`config.mk`:
```
export PLATFORM = sky130hd
export DESIGN_NAME = mcse_ami_egress
export DESIGN_NICKNAME = d
export VERILOG_FILES = /design/src/rtl/mcse_ami_egress.sv
export SDC_FILE = /design/constraint.sdc
export NUM_CORES = 2
export LEC_CHECK = 0
export ABC_CLOCK_PERIOD_IN_PS = 5600
export CORE_AREA = 2 2 506 508
export DETAILED_ROUTE_END_ITERATION = 10
export DIE_AREA = 0 0 508 510
export GPL_TIMING_DRIVEN = 0
export REMOVE_ABC_BUFFERS = 1
export SLEW_MARGIN = 20
export SYNTH_ARGS = -nofsm -noshare
export SYNTH_HDL_FRONTEND = slang
export SYNTH_SLANG_ARGS = --single-unit
```
`constraint.sdc`:
```
create_clock -name clk -period 5.6 [get_ports clk]
set_input_delay 1.12 -clock clk [delete_from_list [all_inputs] [get_ports clk]]
set_output_delay 1.12 -clock clk [all_outputs]
set_load 0.01 [all_outputs]
```
`src/rtl/mcse_ami_egress.sv`:
```
// Egress arbiter and buffer: arbitrates NUM_CH producer channels into a circular
// FIFO of tagged result words that is presented to the AMI consumer.
module mcse_ami_egress #(
  parameter int NUM_CH     = 4,
  parameter int DATA_W     = 256,
  parameter int FIFO_DEPTH = 8,
  localparam int TAG_W     = (NUM_CH > 2) ? $clog2(NUM_CH) : 1,
  localparam int CNT_W     = $clog2(FIFO_DEPTH) + 1
) (
  input  logic                     clk,
  input  logic                     rst,
  input  logic [NUM_CH-1:0]        ch_valid,
  input  logic [NUM_CH*DATA_W-1:0] ch_data,
  output logic [NUM_CH-1:0]        ch_ready,
  input  logic                     arb_mode,
  output logic [DATA_W-1:0]        mcse_ami_out,
  output logic [TAG_W-1:0]         ami_tag,
  output logic                     ami_valid,
  input  logic                     ami_ack,
  output logic [CNT_W-1:0]         fifo_count,
  output logic                     ack_err
);

  localparam int PTR_W = $clog2(FIFO_DEPTH);

  logic [DATA_W-1:0] mem_data [FIFO_DEPTH];
  logic [TAG_W-1:0]  mem_tag  [FIFO_DEPTH];
  logic [PTR_W-1:0]  rd_ptr;
  logic [PTR_W-1:0]  wr_ptr;
  logic [CNT_W-1:0]  count;
  logic [TAG_W-1:0]  last_granted;

  logic [NUM_CH-1:0] grant;
  logic [TAG_W-1:0]  grant_idx;
  logic [TAG_W-1:0]  idx;
  logic              found;
  logic [DATA_W-1:0] push_data;
  logic              full;
  logic              push;
  logic              pop;

  // Walk the channels in search order; fixed priority is the same walk starting at 0.
  always_comb begin
    grant     = '0;
    grant_idx = '0;
    idx       = '0;
    found     = 1'b0;
    for (int unsigned k = 0; k < NUM_CH; k++) begin
      if (arb_mode)
        idx = TAG_W'(k);
      else
        idx = TAG_W'((32'(last_granted) + 32'd1 + k) % 32'(NUM_CH));
      if (!found && ch_valid[idx]) begin
        found      = 1'b1;
        grant[idx] = 1'b1;
        grant_idx  = idx;
      end
    end
  end

  always_comb begin
    push_data = '0;
    for (int unsigned i = 0; i < NUM_CH; i++) begin
      if (grant[i])
        push_data = ch_data[i*DATA_W +: DATA_W];
    end
  end

  assign full         = (count == CNT_W'(FIFO_DEPTH));
  assign ch_ready     = full ? '0 : grant;
  assign push         = |ch_ready;
  assign ami_valid    = (count != '0);
  assign pop          = ami_valid & ami_ack;
  assign mcse_ami_out = mem_data[rd_ptr];
  assign ami_tag      = mem_tag[rd_ptr];
  assign fifo_count   = count;

  always_ff @(posedge clk) begin
    if (rst) begin
      rd_ptr       <= '0;
      wr_ptr       <= '0;
      count        <= '0;
      last_granted <= TAG_W'(NUM_CH - 1);
      ack_err      <= 1'b0;
      mem_data     <= '{default: '0};
      mem_tag      <= '{default: '0};
    end else begin
      if (push) begin
        mem_data[wr_ptr] <= push_data;
        mem_tag[wr_ptr]  <= grant_idx;
        wr_ptr           <= wr_ptr + 1'b1;
        last_granted     <= grant_idx;
      end
      if (pop)
        rd_ptr <= rd_ptr + 1'b1;
      case ({push, pop})
        2'b10:   count <= count + 1'b1;
        2'b01:   count <= count - 1'b1;
        default: count <= count;
      endcase
      if (ami_ack && !ami_valid)
        ack_err <= 1'b1;
    end
  end

endmodule

```
# Yosys cells after proc, flatten, opt, wreduce, memory -nomap -nowiden
# Index checks and enable logic that the tools add are counted.
[word_totals]
out_inout_bits = 268
word_cells = 114
reg_bits = 2077
input_bits = 1032
[classes]
add_sub_neg = 8
n_mux = 49
n_lt_le_gt_ge = 11
n_reduce_logical = 16
eq_ne = 3
bitwise = 6
[ops]
columns = ["cell", "count"]
rows = [
  ["$bwmux W2048", 1],
  ["$mux W256", 7],
  ["$bmux W256 S3", 1],
  ["$demux W256 S3", 1],
  ["$mux W2", 11],
  ["$mux W4", 5],
  ["$bwmux W16", 1],
  ["$lt A2 B3 Y1 const B", 4],
  ["$or A4 B4 Y4", 3],
  ["$mux W1", 11],
  ["$logic_and A1 B1 Y1", 9],
  ["$bmux W1 S2", 4],
  ["$demux W1 S2", 4],
  ["$ge A2 B1 Y1 const B", 4],
  ["$ge A4 B4 Y1 const B", 2],
  ["$not A3 Y4", 2],
  ["$pmux W4 S2", 1],
  ["$add A3 B1 Y3 const B", 2],
  ["$bmux W2 S3", 1],
  ["$demux W2 S3", 1],
  ["$add A2 B1 Y2 const B", 2],
  ["$add A2 B2 Y2 const B", 2],
  ["$add A4 B1 Y4 const B", 1],
  ["$eq A4 B4 Y1 const B", 1],
  ["9 further kinds", 12],
]

# Depth between registers and ports, before layout
[logic_depth]
word_depth = 19
ltp_mapped = 16
depth_no_buf = 13

# Worst setup path before layout
# OpenSTA, ideal clock, no wires.
[synth_timing]
path_type = "input to output"
startpoint = "input port arb_mode"
endpoint = "output port ch_ready[3]"
cell_stages = 9
setup_slack_ns = 1.206
required_time_ns = 4.480
path_buffers = 4
arrival_time_ns = 3.274
cell_sequence = "buf_2 > or2_4 > mux4_2 > or3_1 > o21a_1 > buf_2 > clkbuf_1 > buf_2 > nor2_1"
[synth_between]
elab_chain_cells = 14
elab_cells_between_ends = 49
classes_between = "8 x order compare; 28 x mux; 3 x bitwise; 10 x reduce/logical"
[synth_lines]
columns = ["item", "line_no", "source"]
rows = [
  ["start, declared", "15", "input logic arb_mode,"],
  ["branches (longest 12 deep; another with $lt A2 B3 Y1)", "--", ""],
  ["$mux W4 *", "53", "if (!found && ch_valid[idx]) begin"],
  ["$mux W4 *", "70", "assign ch_ready = full ? '0 : grant;"],
  ["end, declared", "14", "output logic [NUM_CH-1:0] ch_ready,"],
]
# Mark *: on every way between the ends. The select of a mux whose other input is x is not followed.

# Worst setup path after layout
[layout_timing]
startpoint = "register rd_ptr[1]"
endpoint = "output port mcse_ami_out[155]"
[layout_between]
elab_chain_cells = 4
[layout_lines]
columns = ["item", "line_no", "source"]
rows = [
  ["start, declared", "28", "logic [PTR_W-1:0] rd_ptr;"],
  ["start signal, assigned", "95", "rd_ptr <= rd_ptr + 1'b1;"],
  ["$not A3 Y4 (not written as such)", "74", "assign mcse_ami_out = mem_data[rd_ptr];"],
  ["$bmux W256 S3", "74", ""],
  ["$mux W256 (not written as such) (2 in a row)", "74", ""],
  ["end, declared", "16", "output logic [DATA_W-1:0] mcse_ami_out,"],
]
# No other way between the ends. The select of a mux whose other input is x is not followed.

==> metrics <==
FF+latch count, synth=2077; Finished Core Util=46.7%; Pwr Total=56.0 mW; starting density of the core=36.2%; final worst path period share=96.0%; max cap viols=0; Synth area leaders=dfxtp_1, a211oi_1, mux4_2, nor2_1, o221ai_2; HPWL Detailed=202000 um; Area after DPL=0.110 sq mm; Gate Count Post-Synth=8600; GR Layer Usage met3=5.39%; Hold Path Class=input port to flop; Post-Syn Area=0.0917 sq mm; GRT overflow=0; final setup skew=81.6 ps; most common cell in the netlist=nor2_1; WL final=295000 um; fillcell total=22.7k; Worst-Margin Slew=1060 ps; die footprint=0.259 sq mm; Leak=37.0 nW; initial antenna violation count=22; Max FO, Critical Path=44; met2 GRT Util=36.7%; outcome=completed; ANT nets after route=0; multi-input combinational cell area=0.0458 sq mm; Post-synth ARST share=0%; GR Util met1=27.5%; layout net count=10.4k; GRT Util Overall=21.9%; Synth top cells by count=nor2_1, dfxtp_1, a211oi_1; Core Rows=185; vias in the first global route=73.6k; worst vdd ir=0.317 mV; Avg Inst Size Synth=10.7 sq um; DRC Markers=0; Yosys top cell by area=dfxtp_1; CTS tree=done; Sum Neg Setup Slack=0 ps; Port-buffer cells=1299; first-pass GRT wire length=446000 um; GRT Max-Usage Layer=met2; Critical Path AT=4260 ps; GPL Wtd Cong=0.838; DRT iter0 DRCs=4742; final setup fails=0; CTS Buffer Depth=3; Layout Area Growth over Synthesis=29.1%; Worst-path clk slew=60 ps; WS Path Type=flop to output port; Fmax=0.186 GHz; WL/cell=22.8 um; sequential cell area=0.0416 sq mm; final hold viol count=0; Post-Place Worst Slack=-1060 ps; num ports=1300; via count=73.0k; die width=508 um; Synth Flop Type=dfxtp_1; Final Cell Area=0.118 sq mm; fin cells=12.9k; CTS Buf Count=221; Slew Limit Fails=0; Sink Count=2077; Root Driver=clkbuf_16; Netlist cell types=54; RSZ-0062 raised after global routing=false; Placed Instances=12.5k; post-synth top area share=45.3%; H-tree Lvls=4; Worst-Skew Late Latency=890 ps; relative slew slack=29.6%; Core Area=0.253 sq mm; crit path launch type=flop; height of the die=510 um; largest net degree at the start of global routing=207; Fin Hold WS=454 ps; EDFF count, synth=0; Synthesis Warnings=0; final setup margin=224 ps; share of cells above drive strength 1=18.7%; DR vias/cell=5.64; Tmin final=5380 ps; Crit path required time=4480 ps; CP Capture Type=output port; P per Cell Area=473 mW/mm^2; drt first pass iters=5; post-synthesis sequential area ratio=45.3%
==> final cells by class <==
| cell class | count | area share, % |
|---|---|---|
| Multi-Input combinational cell | 5535 | 38.7 |
| Sequential cell | 2077 | 35.1 |
| Timing Repair Buffer | 1549 | 16.1 |
| Clock buffer | 319 | 5.44 |
| Tap cell | 3366 | 3.56 |
| Clock inverter | 83 | 0.996 |
| Antenna cell | 14 | 0.0296 |
| Inverter | 4 | 0.0127 |
==> cells in the final DEF, fill, tap and decap left out, drive strengths merged, types with 2 or more instances in the layout <==
cell type      count
nor2            2082
dfxtp           2077
a211oi          2056
clkdlybuf4s50   1295
mux4             517
clkbuf           320
mux2             259
a221o            257
o221ai           256
buf              245
clkinv            54
bufinv            19
diode             14
mux2i             14
nand2b            11
inv                9
a21oi              8
nor3               7
o21ai              6
xor2               5
ha                 5
clkinvlp           5
bufbuf             5
nand2              5
o311a              5
nand3b             3
xnor2              3
o21a               3
a41oi              3
and2               2
nor2b              2
a221oi             2
or3                2
o31a               2
nor4bb             2
dlymetal6s2s       2
or2                2
o211ai             2
==> report_power, final <==
part / total [mW] / internal, mW / leakage [nW] / switching, mW
registers: 18.8 / 17.5 / 16.9 / 1.30
clock network: 15.1 / 8.88 / 3.74 / 6.25
logic: 22.0 / 10.2 / 16.4 / 11.8
==> critical path, cell delays in order (launching register included) <==
cell and delay (ps):
dfxtp_4 380, buf_16 260, buf_16 270, buf_16 290, buf_16 310, buf_12 260
mux4_2 520, mux2_2 320, clkdlybuf4s50_1 560
==> sequential cells by signal, indices dropped and copies added, names as in the netlist <==
name and flops:
wr_ptr 3, last_granted 2, mem_tag 16, fifo_count 4, ack_err 1, mem_data 2048, rd_ptr 3
==> routing by layer <==
metal	vias to the layer above	wire [um]
li1	34600	-
met1	35800	123000
met2	2152	142000
met3	412	21100
met4	8	8690
met5	-	47
==> final timing paths <==
check,start,to,slack [ps],cells after the start
max,rd_ptr[1],mcse_ami_out[155],220,8
min,rst,mem_data[458],450,2
max reg2reg,last_granted[1],mem_data[125],430,19
min reg2reg,mem_tag[9],mem_tag[9],470,2
==> timing repair <==
action,4_1_cts,5_1_grt
hold buffers,0,0
gates cloned,5,2
setup endpoints to repair,59,77
pin swaps,2,2
resized for setup,4,3
setup buffers,10,4
==> kinds of logic after synthesis <==
family / Yosys count / synth area share [%]
AO/OA/AOI/OAI: 2608 / 24.9
XOR/XNOR: 8 / 0.0764
adder cells (fa/ha/maj): 5 / 0.0682
buffers and inverters: 989 / 4.82
flip-flops: 2077 / 45.3
multiplexers: 790 / 16.0
AND/OR/NAND/NOR: 2123 / 8.80
Note: power is estimated with default switching activity, not from simulation.
